## src/rtl/if_fetch_unit.sv

```systemverilog
// ---------------------------------------------------------------------------
// if_fetch_unit
//   Instruction fetch stage. Issues one request at a time to instruction
//   memory, buffers returned words with their PCs in a 2-entry FIFO and
//   presents the FIFO head to the decode stage. A redirect flushes the FIFO
//   and restarts fetching at the jump target. A request that is still in
//   flight when a redirect arrives is allowed to complete, and its response
//   is thrown away.
//
// Parameters
//   PC_RESET    fetch address loaded at reset
//   PC_STEP     fetch-address increment per instruction
//
// Ports
//   clock        in   single clock, rising edge
//   reset        in   asynchronous, active-high reset
//   imem_req     out  request outstanding
//   imem_addr    out  request address, stable while imem_req is high
//   imem_ack     in   memory accepted the request; imem_rdata valid this cycle
//   imem_rdata   in   fetched instruction word
//   hold         in   decode stage cannot accept this cycle
//   redirect     in   taken jump/branch; refetch from redirect_pc
//   redirect_pc  in   jump target
//   PC           out  PC of the instruction presented to decode (0 if empty)
//   inst         out  instruction presented to decode (0 if empty)
//   valid        out  PC/inst valid (FIFO non-empty)
// ---------------------------------------------------------------------------
module if_fetch_unit #(
    parameter logic [15:0] PC_RESET = 16'h0000,
    parameter logic [15:0] PC_STEP  = 16'd1
) (
    input  logic        clock,
    input  logic        reset,
    output logic        imem_req,
    output logic [15:0] imem_addr,
    input  logic        imem_ack,
    input  logic [15:0] imem_rdata,
    input  logic        hold,
    input  logic        redirect,
    input  logic [15:0] redirect_pc,
    output logic [15:0] PC,
    output logic [15:0] inst,
    output logic        valid
);

    typedef enum logic [1:0] {
        IDLE    = 2'd0,
        REQ     = 2'd1,
        DISCARD = 2'd2
    } state_t;

    state_t      state;
    state_t      state_next;

    logic [15:0] fpc;
    logic [15:0] disc_addr;
    logic [15:0] fifo_pc   [2];
    logic [15:0] fifo_inst [2];
    logic        rd_ptr;
    logic        wr_ptr;
    logic [1:0]  count;
    logic [1:0]  count_next;
    logic        push;
    logic        pop;

    assign valid = (count != 2'd0);
    assign pop   = valid & ~hold;
    // A redirect cancels the response arriving in the same cycle.
    assign push  = (state == REQ) & imem_ack & ~redirect;

    // A new request is only issued when count_next < 2, so at most one entry
    // is occupied whenever a push can happen and this never exceeds 2.
    assign count_next = count + {1'b0, push} - {1'b0, pop};

    assign PC   = valid ? fifo_pc[rd_ptr]   : 16'h0000;
    assign inst = valid ? fifo_inst[rd_ptr] : 16'h0000;

    // State register
    always_ff @(posedge clock or posedge reset) begin
        if (reset) begin
            state <= IDLE;
        end else begin
            state <= state_next;
        end
    end

    // Next-state logic
    always_comb begin
        state_next = state;
        case (state)
            IDLE: begin
                if (redirect || (count_next < 2'd2)) begin
                    state_next = REQ;
                end
            end
            REQ: begin
                if (redirect) begin
                    // With ack the old request is finished, so refetch at
                    // once; otherwise wait out the in-flight response.
                    state_next = imem_ack ? REQ : DISCARD;
                end else if (imem_ack) begin
                    state_next = (count_next < 2'd2) ? REQ : IDLE;
                end
            end
            DISCARD: begin
                if (imem_ack) begin
                    state_next = REQ;
                end
            end
            default: state_next = IDLE;
        endcase
    end

    // Output logic
    always_comb begin
        imem_req  = 1'b0;
        imem_addr = fpc;
        case (state)
            REQ:     imem_req = 1'b1;
            DISCARD: begin
                imem_req  = 1'b1;
                imem_addr = disc_addr;
            end
            default: imem_req = 1'b0;
        endcase
    end

    // Control state: fetch PC and FIFO occupancy
    always_ff @(posedge clock or posedge reset) begin
        if (reset) begin
            fpc    <= PC_RESET;
            count  <= 2'd0;
            rd_ptr <= 1'b0;
            wr_ptr <= 1'b0;
        end else if (redirect) begin
            fpc    <= redirect_pc;
            count  <= 2'd0;
            rd_ptr <= 1'b0;
            wr_ptr <= 1'b0;
        end else begin
            count <= count_next;
            if (push) begin
                fpc    <= fpc + PC_STEP;
                wr_ptr <= ~wr_ptr;
            end
            if (pop) begin
                rd_ptr <= ~rd_ptr;
            end
        end
    end

    // FIFO storage and abandoned-request address; contents only matter
    // while qualified by count or the DISCARD state, so no reset is needed.
    always_ff @(posedge clock) begin
        if (push) begin
            fifo_pc[wr_ptr]   <= fpc;
            fifo_inst[wr_ptr] <= imem_rdata;
        end
        if ((state == REQ) && redirect && !imem_ack) begin
            disc_addr <= fpc;
        end
    end

endmodule
```

## config.mk

```make
export PLATFORM = sky130hd
export DESIGN_NAME = if_fetch_unit
export DESIGN_NICKNAME = d
export VERILOG_FILES = /design/src/rtl/if_fetch_unit.sv
export SDC_FILE = /design/constraint.sdc
export NUM_CORES = 1
export LEC_CHECK = 0
export CORE_MARGIN = 8
export CORE_UTILIZATION = 35
export DETAILED_ROUTE_END_ITERATION = 12
export GPL_TIMING_DRIVEN = 0
export SYNTH_ARGS = -nofsm -noshare
export SYNTH_HDL_FRONTEND = slang
export SYNTH_SLANG_ARGS = --single-unit
export TNS_END_PERCENT = 10
```

## constraint.sdc

```tcl
create_clock -name clock -period 2.46 [get_ports clock]
set_input_delay 0.492 -clock clock [delete_from_list [all_inputs] [get_ports clock]]
set_output_delay 0.492 -clock clock [all_outputs]
set_load 0.02 [all_outputs]
```

Yosys cells after proc, flatten, opt, wreduce, memory -nomap -nowiden
Memory sizes are Yosys's and may differ from the RTL's.
Cells that the tools add are included.
{ "totals": {"mem_count": 2, "output_inout_bits": 50, "latch_bits": 0, "wordCells": 54, "ramBits": 64, "inputBits": 37, "regBits": 38, "romBits": 0} }
{ "memory_table": {"columns": ["memory", "depth", "word_bits", "read_ports", "rd_ports_with_merged_regs", "write_ports", "line", "source"], "rows": [
  ["fifo_inst", 2, 16, 1, 0, 1, "58", "logic [15:0] fifo_inst [2];"],
  ["fifo_pc", 2, 16, 1, 0, 1, "57", "logic [15:0] fifo_pc [2];"]
]} }
{ "classes": {"div_mod_pow": 0, "n_reduce_logical": 10, "mul": 0, "magnitude_cmp": 1, "add_sub_neg": 3, "shift": 0, "mux": 20, "n_eq_ne": 5, "n_bitwise": 7} }
{ "ops": {"columns": ["cell", "count"], "rows": [
  ["16-bit 2-to-1 mux", 5],
  ["16-bit by 1-bit adder with 16-bit output (second input constant)", 1],
  ["2-bit 2-to-1 mux", 6],
  ["1-bit 2-to-1 mux", 8],
  ["2-bit case mux with 3 select lines", 1],
  ["2-bit nonzero test", 3],
  ["2-bit inequality test (second input constant)", 2],
  ["1-bit NOT", 4],
  ["1-bit AND", 3],
  ["3-bit inequality test (second input constant)", 1],
  ["3-bit AND reduction", 1],
  ["2-bit by 1-bit adder with 2-bit output", 1],
  ["2-bit by 1-bit equality test with 1-bit output (second input constant)", 1],
  ["2-bit equality test (second input constant)", 1],
  ["1-bit logical AND", 2],
  ["2-bit logical NOT", 1],
  ["2-bit < comparator (second input constant)", 1],
  ["2-bit OR reduction", 1],
  ["2-bit by 1-bit subtractor with 2-bit output", 1],
  ["1-bit logical NOT", 1],
  ["1-bit logical OR", 1]
]} }

Longest topological paths before layout
{ "logic_depth": {"ltp_word": 10, "depth_mapped": 11, "ltp_nobuf": 10} }

Least setup slack after synthesis
OpenSTA, ideal clock, no wires.
{ "synth_timing": {"kind": "register to register", "startpoint": "register state[1]", "endpoint": "memory fifo_inst[0][0], enable pin", "synth_period_minus_slack_ps": 2667, "slack_ps": -207, "arrival_ps": 2246, "n_path_buf": 1, "stages_incl_launch_ff": 6, "required_time_ps": 2039, "setup_time_ps": 421, "path_cell_list": "dfrtp_1 inv_1 ha_1 buf_2 nand3_1 nor2_1"} }
{ "synth_between": {"elab_chain_len": 5} }
{ "synth_lines": {"columns": ["element", "line", "source"], "rows": [
  ["start, declared", "52", "state_t state;"],
  ["start signal, assigned", "83", "state <= state_next;"],
  ["2-bit by 1-bit equality test with 1-bit output", "69", "assign push = (state == REQ) & imem_ack & ~redirect;"],
  ["1-bit AND (2 in series)", "69", null],
  ["1-bit 2-to-1 mux", "155", "if (push) begin"],
  ["1-bit 2-to-1 mux (implied by the code)", "157", "fifo_inst[wr_ptr] <= imem_rdata;"],
  ["end, declared", "58", null]
]} }
No other way between the ends.

Worst setup path after layout
{ "layout_timing": {"startpoint": "register rd_ptr", "endpoint": "output port PC[12]"} }
{ "layout_between": {"elab_chain_len": 2} }
{ "layout_lines": {"columns": ["element", "line", "source"], "rows": [
  ["start, declared", "59", "logic rd_ptr;"],
  ["start signal, assigned", "147", "rd_ptr <= ~rd_ptr;"],
  ["memory 2 x 16 bit", null, null],
  ["16-bit 2-to-1 mux", "75", "assign PC = valid ? fifo_pc[rd_ptr] : 16'h0000;"],
  ["end, declared", "41", "output logic [15:0] PC,"]
]} }
No other way between the ends.

==> flow_summary.json <==
{
  "status": "finished, final reports clean",
  "synth_area_per_cell_sq_um": 14.1,
  "synth_ff_type": "edfxtp_1",
  "period_share_pct": 97.3,
  "postLayoutCellArea_sq_um": 5910,
  "seq_area_sq_um": 2950,
  "path_clk_slew_ns": 0.08,
  "io_buffer_count": 86,
  "yosysTopAreaCellShare_pct": 54.9,
  "synth_common_cells": "80 x edfxtp_1, 44 x nor2_1, 34 x mux2i_1",
  "path_delay_family": "buffers and inverters",
  "switching_power_mw": 1.99,
  "synth_enable_flop_cells": 80,
  "clockRootBuffer": "clkbuf_16",
  "synth.mux.area_fraction_pct": 12.4,
  "grt.overflow.total": 0,
  "synth-xor-area-share_pct": 3.32,
  "setup_tns_ns": 0,
  "critical_path_class": "reg2out",
  "r2r_setup_slack_ns": 0.07,
  "synthCells": 311,
  "ir_drop_mv": 0.544,
  "synth_top_family_by_area": "multiplexers",
  "dp_cells": 572,
  "regToRegStartpoint": "state[1]",
  "final_nets": 458,
  "post_dp_cell_area_sq_um": 5540,
  "stdcell_count": 591,
  "ff2ff_path_depth": 10,
  "post-route-util_pct": 47.6,
  "via_per_inst": 4.70,
  "hold_end": "state[1]",
  "io_pins": 87,
  "grt_pass1_vias": 2881,
  "synth-seq-cells": 102,
  "crit_path_start_kind": "register",
  "p_int_mw": 3.94,
  "dieWidth_microns": 128,
  "p_sw_share_pct": 33.5,
  "numCtsBuffers": 9,
  "clkLatencyLatePin_ns": 0.34,
  "finClkSkew_ns": 0.0107,
  "synth_seq_area_share_pct": 67.5,
  "ant_nets": 0,
  "cp_cell_sequence": "buf_4 -> mux2i_1 -> nor2_1 -> clkdlybuf4s50_1",
  "drt_iter0_drc": 180,
  "hold_class": "reg2reg",
  "grt_first_pass_wirelength_microns": 15000,
  "synth-async-reset-ratio_pct": 21.6,
  "pre_cts_ws_ns": -0.640,
  "synth_area_sq_um": 4370,
  "cts_buffer_depth": 2,
  "power.leakage_nw": 2.18,
  "grt_max_degree": 23,
  "clkSinkCount": 102,
  "maxCapViolations": 0,
  "finalMaxSlewViolations": 0,
  "crit_fanout": 10,
  "drt_first_pass_iters": 4,
  "fillCellCount": 1145,
  "multi_input_area_sq_um": 1370,
  "pwr-share-seq_pct": 37.9,
  "antenna_found_initial": 0,
  "powerDensity_nw_per_um2": 1000,
  "p_comb_share_pct": 37.3,
  "coreArea_sq_um": 12400,
  "fp.dieArea_sq_um": 16300,
  "h-tree-depth": 3,
  "diodes": 0,
  "die_h_microns": 128,
  "area_growth_pct": 35.1,
  "rr_endpoint": "state[0]",
  "hold_viol_final": 0,
  "syn_nets": 355,
  "hold_depth": 2,
  "drive_gt1_share_pct": 17.2,
  "timing.critical_path.buf_inv": 2,
  "yosys.area_share.adder_pct": 2.00,
  "whs_ns": 0.592,
  "yosysWarnings": 0,
  "max_stage_delay_ns": 0.63,
  "dp_hpwl_microns": 6820,
  "synth-compound-area-share_pct": 2.77,
  "cts_tree": "done",
  "worstHoldStart": "state[1]",
  "grt_use_total_pct": 11.9,
  "max_freq_ghz": 0.418,
  "p_clk_share_pct": 24.8,
  "relSlewSlack_pct": 40.0,
  "worst_pin_slew_ns": 0.899,
  "initial_core_util_pct": 35.2,
  "place_congestion": 0.782,
  "arrival_ns": 1.90,
  "period_minus_slack_ns": 2.39,
  "setup_ws_ns": 0.0669,
  "placementRows": 41,
  "drt_wl_total_microns": 9700,
  "vias": 2776,
  "crit_slowest_cell": "clkdlybuf4s50_1",
  "yosysMostFrequentCell": "edfxtp_1",
  "required_ns": 1.97,
  "synth_cell_types": 31,
  "end_kind": "output pin",
  "wl_per_cell_microns": 16.4,
  "synth_top_cell_by_area": "edfxtp_1",
  "rsz0062_at_grt": "yes",
  "setup_viol": 0,
  "synth_area_leaders": "edfxtp_1 55%, dfrtp_1 13%, mux2i_1 7.8%",
  "route.detailed.drc": 0,
  "total_power_mw": 5.93,
  "synth-simple-area-share_pct": 9.58
}
[metal layers]
| layer | global-route usage (%) | vias up | share of wire, % | wire, microns |
|---|---|---|---|---|
| li1 | - | 1343 | - | - |
| met1 | 14.5 | 1344 | 46 | 4440 |
| met2 | 20.1 | 76 | 48 | 4670 |
| met3 | 3.08 | 13 | 4.6 | 449 |
| met4 | 4.20 | 0 | 1.5 | 142 |
| met5 | 0 | - | 0 | 0 |
[flip-flops by register name, indices dropped and copies added, names as in the netlist]
register / count
state: 2
fifo_pc: 32
fifo_inst: 32
fpc: 16
disc_addr: 16
wr_ptr: 1
count: 2
rd_ptr: 1
[power groups by stage]
stage,Sequential [mW],Combinational [mW],Clock [mW]
after floorplan,2.22,1.26,0
after global placement,2.26,2.13,0
after detailed placement,2.26,2.20,0
after CTS,2.25,2.21,1.50
after global routing,2.27,2.40,1.56
final,2.25,2.21,1.47
[cell type report]
class                   instances  share of cell area [%]
well taps                     172                    3.64
repair buffers                 93                    15.4
clock buffers                  10                    3.87
flip-flops and latches        102                    50.0
plain buffers                  14                    2.01
clock inverters                 6                    1.31
multi-input cells             185                    23.1
inverters                       9                   0.656
[logic make-up after synthesis]
logic type	after synthesis
adders and majority gates	7
and+or+nand+nor	89
DFF	102
xor gates and xnor gates	15
muxes	52
buffers and inverters	24
AOI/OAI and AO/OA	22
[worst register-to-register path, delay by kind of cell, from the launching register on]
family	cells	cell delay [ns]
adders and majority gates	3	0.61
DFF	1	0.41
AOI/OAI and AO/OA	1	0.40
muxes	1	0.28
buffers and inverters	3	0.23
xor gates and xnor gates	1	0.22
and+or+nand+nor	1	0.12
[repair_timing]
action	CTS	global route
buffers inserted	0	4
hold buffers	0	0
pin swaps	0	1
setup endpoints to repair	48	34
gates resized for setup	62	23
[cells in the final DEF (no fill, tap or decap), types with 5 or more instances in the layout]
cell,count
edfxtp_1,80
dlymetal6s2s_1,5
mux2_2,18
buf_2,10
clkbuf_16,9
dfrtp_1,21
dlygate4sd2_1,10
ha_1,6
xor2_1,9
buf_4,7
nand3_1,6
nor2_1,40
xnor2_1,5
clkdlybuf4s50_1,61
o21ai_0,15
nand4_1,8
mux2i_1,34
inv_1,6
nand2_1,16
[how the worst max path moves through the flow]
stage,from,to,slack [ns],depth (start not counted)
after floorplan,state[1],fifo_inst[0][0],-0.21,5
final,rd_ptr,PC[12],0.07,4
after global placement,redirect,fifo_inst[1][12],-1.68,4
after CTS,state[0],imem_addr[5],0.0002,6
after global routing,rd_ptr,inst[4],-0.03,4
after detailed placement,redirect,state[0],-0.64,9
Note: power is estimated with default switching activity, not from simulation.
